[src/rtl/h2_chan_sched.sv]
// h2_chan_sched: four-channel round-robin scheduler feeding one shared
// first-difference stage y = 2*x - 2*h[c], where h[c] holds the last sample
// accepted from channel c.
// Each sample passes through IDLE (arbitrate/accept), CALC (compute and
// update history) and OUT (hold the result until downstream takes it).
// Optional build macro H2_SCHED_SAT_EN: clamp the result to the signed DW-bit
// range instead of wrapping it.
module h2_chan_sched #(
    parameter int DW = 16
) (
    input  logic              CLK,
    input  logic              reset,
    input  logic [3:0]        req_valid,
    input  logic [4*DW-1:0]   req_data,
    output logic [3:0]        req_ready,
    input  logic [3:0]        chan_en,
    input  logic              clr_hist,
    output logic              out_valid,
    output logic [1:0]        out_chan,
    output logic [DW-1:0]     out_data,
    input  logic              out_ready
);

    localparam logic [1:0] ST_IDLE = 2'd0;
    localparam logic [1:0] ST_CALC = 2'd1;
    localparam logic [1:0] ST_OUT  = 2'd2;

    logic [1:0]    state_q, state_d;
    logic [1:0]    ptr_q, ptr_d;
    logic [DW-1:0] x_q, x_d;
    logic [1:0]    c_q, c_d;
    logic [DW-1:0] h_q [4];
    logic [DW-1:0] h_d [4];
    logic [DW-1:0] out_data_q, out_data_d;
    logic [1:0]    out_chan_q, out_chan_d;

    logic [3:0]    eligible;
    logic [1:0]    cand;
    logic [1:0]    grant_idx;
    logic          grant_found;
    logic          accept;
    logic [DW+1:0] x_ext;
    logic [DW+1:0] h_ext;
    logic [DW-1:0] y;

    // Round-robin search: scan offsets from the far end down to zero so the
    // eligible channel nearest to ptr (inclusive) is the one left standing.
    always_comb begin
        eligible    = req_valid & chan_en;
        grant_found = 1'b0;
        grant_idx   = 2'd0;
        cand        = 2'd0;
        for (int i = 3; i >= 0; i--) begin
            cand = ptr_q + 2'(i);
            if (eligible[cand]) begin
                grant_found = 1'b1;
                grant_idx   = cand;
            end
        end
    end

    // One-hot ready only for the winner while idle, suppressed during reset.
    always_comb begin
        req_ready = 4'b0000;
        if (!reset && (state_q == ST_IDLE) && grant_found) begin
            req_ready = 4'b0001 << grant_idx;
        end
    end

    assign accept    = |(req_valid & req_ready);
    assign x_ext     = {{2{x_q[DW-1]}}, x_q};
    assign h_ext     = {{2{h_q[c_q][DW-1]}}, h_q[c_q]};
    assign out_valid = (state_q == ST_OUT);
    assign out_data  = out_data_q;
    assign out_chan  = out_chan_q;

`ifdef H2_SCHED_SAT_EN
    localparam logic signed [DW+1:0] SAT_MAX = {3'b000, {(DW-1){1'b1}}};
    localparam logic signed [DW+1:0] SAT_MIN = {3'b111, {(DW-1){1'b0}}};
    logic signed [DW+1:0] diff;

    // Difference computed with two guard bits, then clamped to the DW-bit range.
    always_comb begin
        diff = $signed((x_ext << 1) - (h_ext << 1));
        if (diff > SAT_MAX) begin
            y = SAT_MAX[DW-1:0];
        end else if (diff < SAT_MIN) begin
            y = SAT_MIN[DW-1:0];
        end else begin
            y = diff[DW-1:0];
        end
    end
`else
    // Difference computed with two guard bits and truncated (wraps mod 2^DW).
    always_comb begin
        y = DW'((x_ext << 1) - (h_ext << 1));
    end
`endif

    // Next-state logic for the FSM, the sample latch, the result registers
    // and the history; a history clear overrides the CALC write.
    always_comb begin
        state_d    = state_q;
        ptr_d      = ptr_q;
        x_d        = x_q;
        c_d        = c_q;
        out_data_d = out_data_q;
        out_chan_d = out_chan_q;
        h_d        = h_q;
        case (state_q)
            ST_IDLE: begin
                if (accept) begin
                    state_d = ST_CALC;
                    x_d     = req_data[int'(grant_idx)*DW +: DW];
                    c_d     = grant_idx;
                    ptr_d   = grant_idx + 2'd1;
                end
            end
            ST_CALC: begin
                out_data_d = y;
                out_chan_d = c_q;
                h_d[c_q]   = x_q;
                state_d    = ST_OUT;
            end
            ST_OUT: begin
                if (out_ready) begin
                    state_d = ST_IDLE;
                end
            end
            default: begin
                state_d = ST_IDLE;
            end
        endcase
        if (clr_hist) begin
            for (int i = 0; i < 4; i++) begin
                h_d[i] = '0;
            end
        end
    end

    // State registers with synchronous reset that beats everything else.
    always_ff @(posedge CLK) begin
        if (reset) begin
            state_q    <= ST_IDLE;
            ptr_q      <= 2'd0;
            x_q        <= '0;
            c_q        <= 2'd0;
            out_data_q <= '0;
            out_chan_q <= 2'd0;
            for (int i = 0; i < 4; i++) begin
                h_q[i] <= '0;
            end
        end else begin
            state_q    <= state_d;
            ptr_q      <= ptr_d;
            x_q        <= x_d;
            c_q        <= c_d;
            out_data_q <= out_data_d;
            out_chan_q <= out_chan_d;
            for (int i = 0; i < 4; i++) begin
                h_q[i] <= h_d[i];
            end
        end
    end

endmodule

[config.mk]
export PLATFORM = sky130hd
export DESIGN_NAME = h2_chan_sched
export DESIGN_NICKNAME = d
export VERILOG_FILES = /design/src/rtl/h2_chan_sched.sv
export SDC_FILE = /design/constraint.sdc
export NUM_CORES = 1
export LEC_CHECK = 0
export ABC_CLOCK_PERIOD_IN_PS = 3500
export CAP_MARGIN = 25
export CORE_MARGIN = 8
export CORE_UTILIZATION = 47
export CTS_BUF_LIST = sky130_fd_sc_hd__clkbuf_16
export CTS_CLUSTER_SIZE = 40
export DETAILED_ROUTE_END_ITERATION = 12
export PLACE_DENSITY = 0.76
export SYNTH_ARGS = -nofsm -noshare
export SYNTH_HDL_FRONTEND = slang
export SYNTH_SLANG_ARGS = --single-unit
[constraint.sdc]
create_clock -name CLK -period 3.5 [get_ports CLK]
set_input_delay 0.7 -clock CLK [delete_from_list [all_inputs] [get_ports CLK]]
set_output_delay 0.7 -clock CLK [all_outputs]
set_load 0.005 [all_outputs]
# [After elaboration in Yosys (flattened, before gate mapping)]
# Cells that the tools add are included.
[totals] elab_cells=65 regBits=104 output_inout_bits=23 inputBits=76
[classes] n_reduce_logical=9 bitwise_logic=3 eq_ne=4 n_addsub=5 n_shift=2 n_lt_le_gt_ge=6 n_mux=26
[op_table] cell="bitwise mux 64 bit" n=1
[op_table] cell="indexed part select 64 x 7 -> 16 bit" n=1
[op_table] cell="binary-select mux 16 bit (select 2 bit)" n=1
[op_table] cell="demux 16 bit (select 2 bit)" n=1
[op_table] cell="two-way mux 15 bit" n=2
[op_table] cell="two-way mux 16 bit" n=1
[op_table] cell="subtractor 16 bit" n=1
[op_table] cell="< comparator 2 x 3 -> 1 bit, second input constant" n=4
[op_table] cell="two-way mux 2 bit" n=6
[op_table] cell="bitwise AND 4 bit" n=2
[op_table] cell="binary-select mux 1 bit (select 2 bit)" n=4
[op_table] cell="two-way mux 1 bit" n=8
[op_table] cell="case mux 2 bit (3 select lines)" n=1
[op_table] cell="adder 2 x 1 -> 2 bit, second input constant" n=2
[op_table] cell="adder 2 bit, second input constant" n=2
[op_table] cell="two-way mux 4 bit" n=1
[op_table] cell="AND reduction 2 bit" n=2
[op_table] cell="OR reduction 4 bit" n=1
[op_table] cell="<< shifter 1 x 2 -> 4 bit, first input constant" n=1
[op_table] cell="greater-or-equal comparator 3 bit, second input constant" n=1
[op_table] cell="logical AND 1 bit" n=3
[op_table] cell="< comparator 3 x 1 -> 1 bit, second input constant" n=1
[op_table] cell="inverter 2 -> 3 bit" n=1
[op_table] cell="== test 2 x 1 -> 1 bit, second input constant" n=1
[op_table] cell="other kinds (6)" n=6

# [Depth between registers and ports, before layout]
[logic_depth] ltp_word=13 mapped_depth=11 ltp_nobuf=9

# [Worst setup path after synthesis]
# No wires, ideal clock.
[synth_path] path_type="reg-to-reg" from="register c_q[0]" to="register out_data_q[13] (netlist: out_data[13])" required_ps=3378 synth_period_minus_slack_ps=3507 path_buffers=2 arrival_time_ps=3385 slack_ps=-7 setup_time_ps=122 path_stages_with_launch=12 cell_sequence="dfxtp_1 clkbuf_1 buf_1 mux4_2 ha_1 fa_1 nand2b_1 a21oi_1 o41ai_1 a21oi_1 mux2_2 a311o_1"
[synth_via] elab_chain_cells=5
[synth_lines] item="start: declaration" line="31" source="logic [1:0] c_q, c_d;"
[synth_lines] item="start signal: assignment" line="147" source="c_q <= 2'd0;"
[synth_lines] item="start signal: assignment" line="157" source="c_q <= c_d;"
[synth_lines] item="inverter 2 -> 3 bit (not written as such)" line="72" source="assign h_ext = {{2{h_q[c_q][DW-1]}}, h_q[c_q]};"
[synth_lines] item="binary-select mux 16 bit (select 2 bit)" line="72"
[synth_lines] item="two-way mux 15 bit (not written as such) (2 in series)" line="72"
[synth_lines] item="subtractor 16 bit" line="96" source="y = DW'((x_ext << 1) - (h_ext << 1));"
[synth_lines] item="end signal: assignment" line="158" source="out_data_q <= out_data_d;"
[synth_lines] item="end: declaration" line="34" source="logic [DW-1:0] out_data_q, out_data_d;"
# Every way passes these cells. The select of a mux whose other input is x is not followed.
# A chain may end at the register's enable or synchronous reset.

# [Worst setup path in the final report]
[layout_path] from="input port req_valid[2]" to="output port req_ready[0]"
[layout_via] elab_chain_cells=9 elab_cells_between_ends=20 classes_between="1 x shift; 17 x mux; 1 x bitwise; 1 x reduce/logical"
[layout_lines] item="start: declaration" line="13" source="input logic [3:0] req_valid,"
[layout_lines] item="bitwise AND 4 bit *" line="49" source="eligible = req_valid & chan_en;"
[layout_lines] item="binary-select mux 1 bit (select 2 bit)" line="55" source="if (eligible[cand]) begin"
[layout_lines] item="two-way mux 1 bit (not written as such)" line="55"
[layout_lines] item="two-way mux 2 bit or two-way mux 1 bit (tied branches) (4 in series)" line="55"
[layout_lines] item="<< shifter 1 x 2 -> 4 bit or logical AND 1 bit (tied branches)" line="66, 65"
[layout_lines] item="two-way mux 4 bit *" line="65" source="if (!reset && (state_q == ST_IDLE) && grant_found) begin"
[layout_lines] item="end: declaration" line="15" source="output logic [3:0] req_ready,"
# Every way passes the cells marked *; elsewhere a longest branch is shown, timed or not. The select of a mux whose other input is x is not followed.

==> qor.csv <==
metric;value;unit
synth_ff_type;dfxtp_1;
syn_area_per_cell;8.648;um^2
synth_top_area_frac;0.3768;
start_util;0.4803;
yosysMostFrequentCell;nand2_1;
seq_area_frac_synth;0.3768;
antenna_cells;0;
clk_latency;340;ps
fin_hold_ws;452.2;ps
p_per_area;467.9;nW/um^2
fp.dieW;121.2;um
drive_gt1_frac;0.1295;
r2r-start;c_q[0]$_SDFFE_PP0P_;
synth_edf_count;0;
dp_slack;11.44;ps
cp_data_required_time;2800;ps
clk_pin_slew;60;ps
synth_top_area_cell;dfxtp_1;
ant_nets;0;
drt_wl_total;14100;um
ctsRootBufferMaster;clkbuf_16;
cts_tree;yes;
min_period;3498;ps
status;complete, no violations;
cp-start-kind;input port;
port_buffers;93;
cts_buffer_depth;2;
fin_ws;1.640;ps
core_area;10840;um^2
drv_cap;0;
slew_viol_final;0;
drcViolationCount;0;
cp-startpoint;req_valid[2];
mappedNetlistArea;5206;um^2
cts_sinks;98;
grt_pass1_wl;23610;um
worst-path-max-fanout;6;
nets;782;
endpoint_kind;output port;
p_comb_frac;0.271;
cts_htree_levels;3;
crit_type;input port to output port;
drtIter0Drc;397;
synth.distinct_cells;64;
nFillCells;952;
syn_inst;602;
p_sw;938.7;uW
synth_area_leaders;dfxtp_1 (38%), nand2_1 (10%), a21oi_1 (7.8%), mux4_2 (6.5%), ha_1 (3.4%);
syn_nets;693;
hp-start;h_q[33]$_SDFFE_PP0P_;
clkPwrFrac;0.319;
die_h;121.2;um
maxSlewHeadroom;0.4229;
dp.cells;815;
fmaxAchievable;285.8;MHz
hold_class;flip-flop to flip-flop;
numCtsBuffers;9;
fp.dieArea;14700;um^2
final_util;0.6101;
post-dp-hpwl;10460;um
grt_overflow;0;
globalplace.congestion;0.8828;
num_vias;4738;
yosysWarnings;0;
drt_first_pass_iters;5;
final-hold-violation-count;0;
async_reset_ff_frac;0;
syn_to_final_growth;27.04;%
ys_ff_latch;98;
leakage;2.310;nW
setup_viol;0;
grt_pass1_vias;4934;
wl_per_cell;16.89;um
synth_common_cells;nand2_1 (140), dfxtp_1 (98), a21oi_1 (81);
track_usage;0.1954;
fin_cells;835;
swShare;0.3033;
p_int;2.156;mW
antenna_found_initial;0;
cp_data_arrival_time;2800;ps
fin_skew;5.575;ps
rows;38;
fin_crit_sh;0.9995;
ios;99;
worstMarginPinSlew;862.5;ps
rsz0062_at_grt;true;
p_seq_frac;0.410;
peakVddDrop;0.0002570;V
grt_max_degree;61;
viasPerCell;5.674;
power groups by stage:
stage | combinational, mW | clock (mW) | sequential (mW)
after global placement | 0.795 | 0 | 1.29
after detailed placement | 0.818 | 0 | 1.29
final | 0.839 | 0.986 | 1.27
after CTS | 0.823 | 1.00 | 1.27
after global routing | 0.912 | 1.05 | 1.28
after floorplan | 0.536 | 0 | 1.26
layout make-up:
class	instances	area, um^2	share of cell area
multi-input cells	441	2962	0.4478
flip-flops and latches	98	1962	0.2966
repair buffers	120	1139	0.1722
clock buffers	9	225.2	0.03405
well taps	140	175.2	0.02649
inverters	21	78.83	0.01192
clock inverters	6	72.57	0.01097
worst max-delay path, cell delays in order:
cell and delay (ps):
clkdlybuf4s50_1 590, a22oi_1 150, a2111o_1 500, nor3_1 280
clkdlybuf4s50_1 570
metrics by stage:
| step | setup TNS [ps] | instance area (um^2) | power, mW |
|---|---|---|---|
| floorplan | 0 | 5207 | 1.799 |
| global placement | 0 | 6271 | 2.083 |
| detailed placement | 0 | 6271 | 2.110 |
| CTS | 0 | 6569 | 3.091 |
| global route | -88.60 | 6614 | 3.242 |
| finish | 0 | 6614 | 3.095 |
layout by cell type (no fill, tap or decap), types with 6 or more instances in the layout:
| cell type | n |
|---|---|
| nand2b_1 | 6 |
| nand2_1 | 139 |
| nor2_1 | 16 |
| nor3_2 | 15 |
| a221o_1 | 15 |
| o21ai_0 | 13 |
| ha_1 | 14 |
| nor3_1 | 9 |
| mux2_1 | 10 |
| clkbuf_16 | 9 |
| mux2i_1 | 17 |
| a21oi_1 | 81 |
| inv_1 | 20 |
| clkdlybuf4s50_1 | 91 |
| mux4_2 | 15 |
| nand3_1 | 8 |
| buf_4 | 27 |
| dfxtp_1 | 98 |
| mux2_2 | 6 |
state kept, by name, indices dropped and copies added, names as in the netlist:
| register | flops |
|---|---|
| x_q | 15 |
| h_q | 60 |
| out_data | 15 |
| ptr_q | 2 |
| state_q | 2 |
| out_chan | 2 |
| c_q | 2 |
routing by layer:
| layer | vias up | GRT usage | routed length (um) |
|---|---|---|---|
| met3 | 13 | 0.05026 | 1354 |
| met5 | - | 0 | 0 |
| met2 | 190 | 0.3295 | 6619 |
| met4 | 0 | 0.07016 | 137 |
| li1 | 2309 | - | - |
| met1 | 2226 | 0.2355 | 5988 |
final timing paths:
kind                            cells after the start                   endpoint  slack, ps
worst max register to register                     10  out_data[13]$_SDFFE_PP0P_        310
worst min register to register                      2       h_q[33]$_SDFFE_PP0P_        450
worst min-delay path                                2       h_q[33]$_SDFFE_PP0P_        450
worst max-delay path                                5               req_ready[0]          2
logic make-up after synthesis:
family          Yosys count  synth area share
compound gates          145            0.1790
xor+xnor                  7           0.01178
buf+inv                  63           0.05623
mux                      48            0.1322
fa+ha+maj                15           0.03749
flops                    98            0.3768
simple gates            225            0.2057
other cells               1         0.0007203
repair_timing:
action	4_1_cts	5_1_grt
endpoints found under the setup margin	0	4
hold buffers	0	0
setup buffers	0	5
resized for setup	0	3
Power figures use the tool's default switching activity.
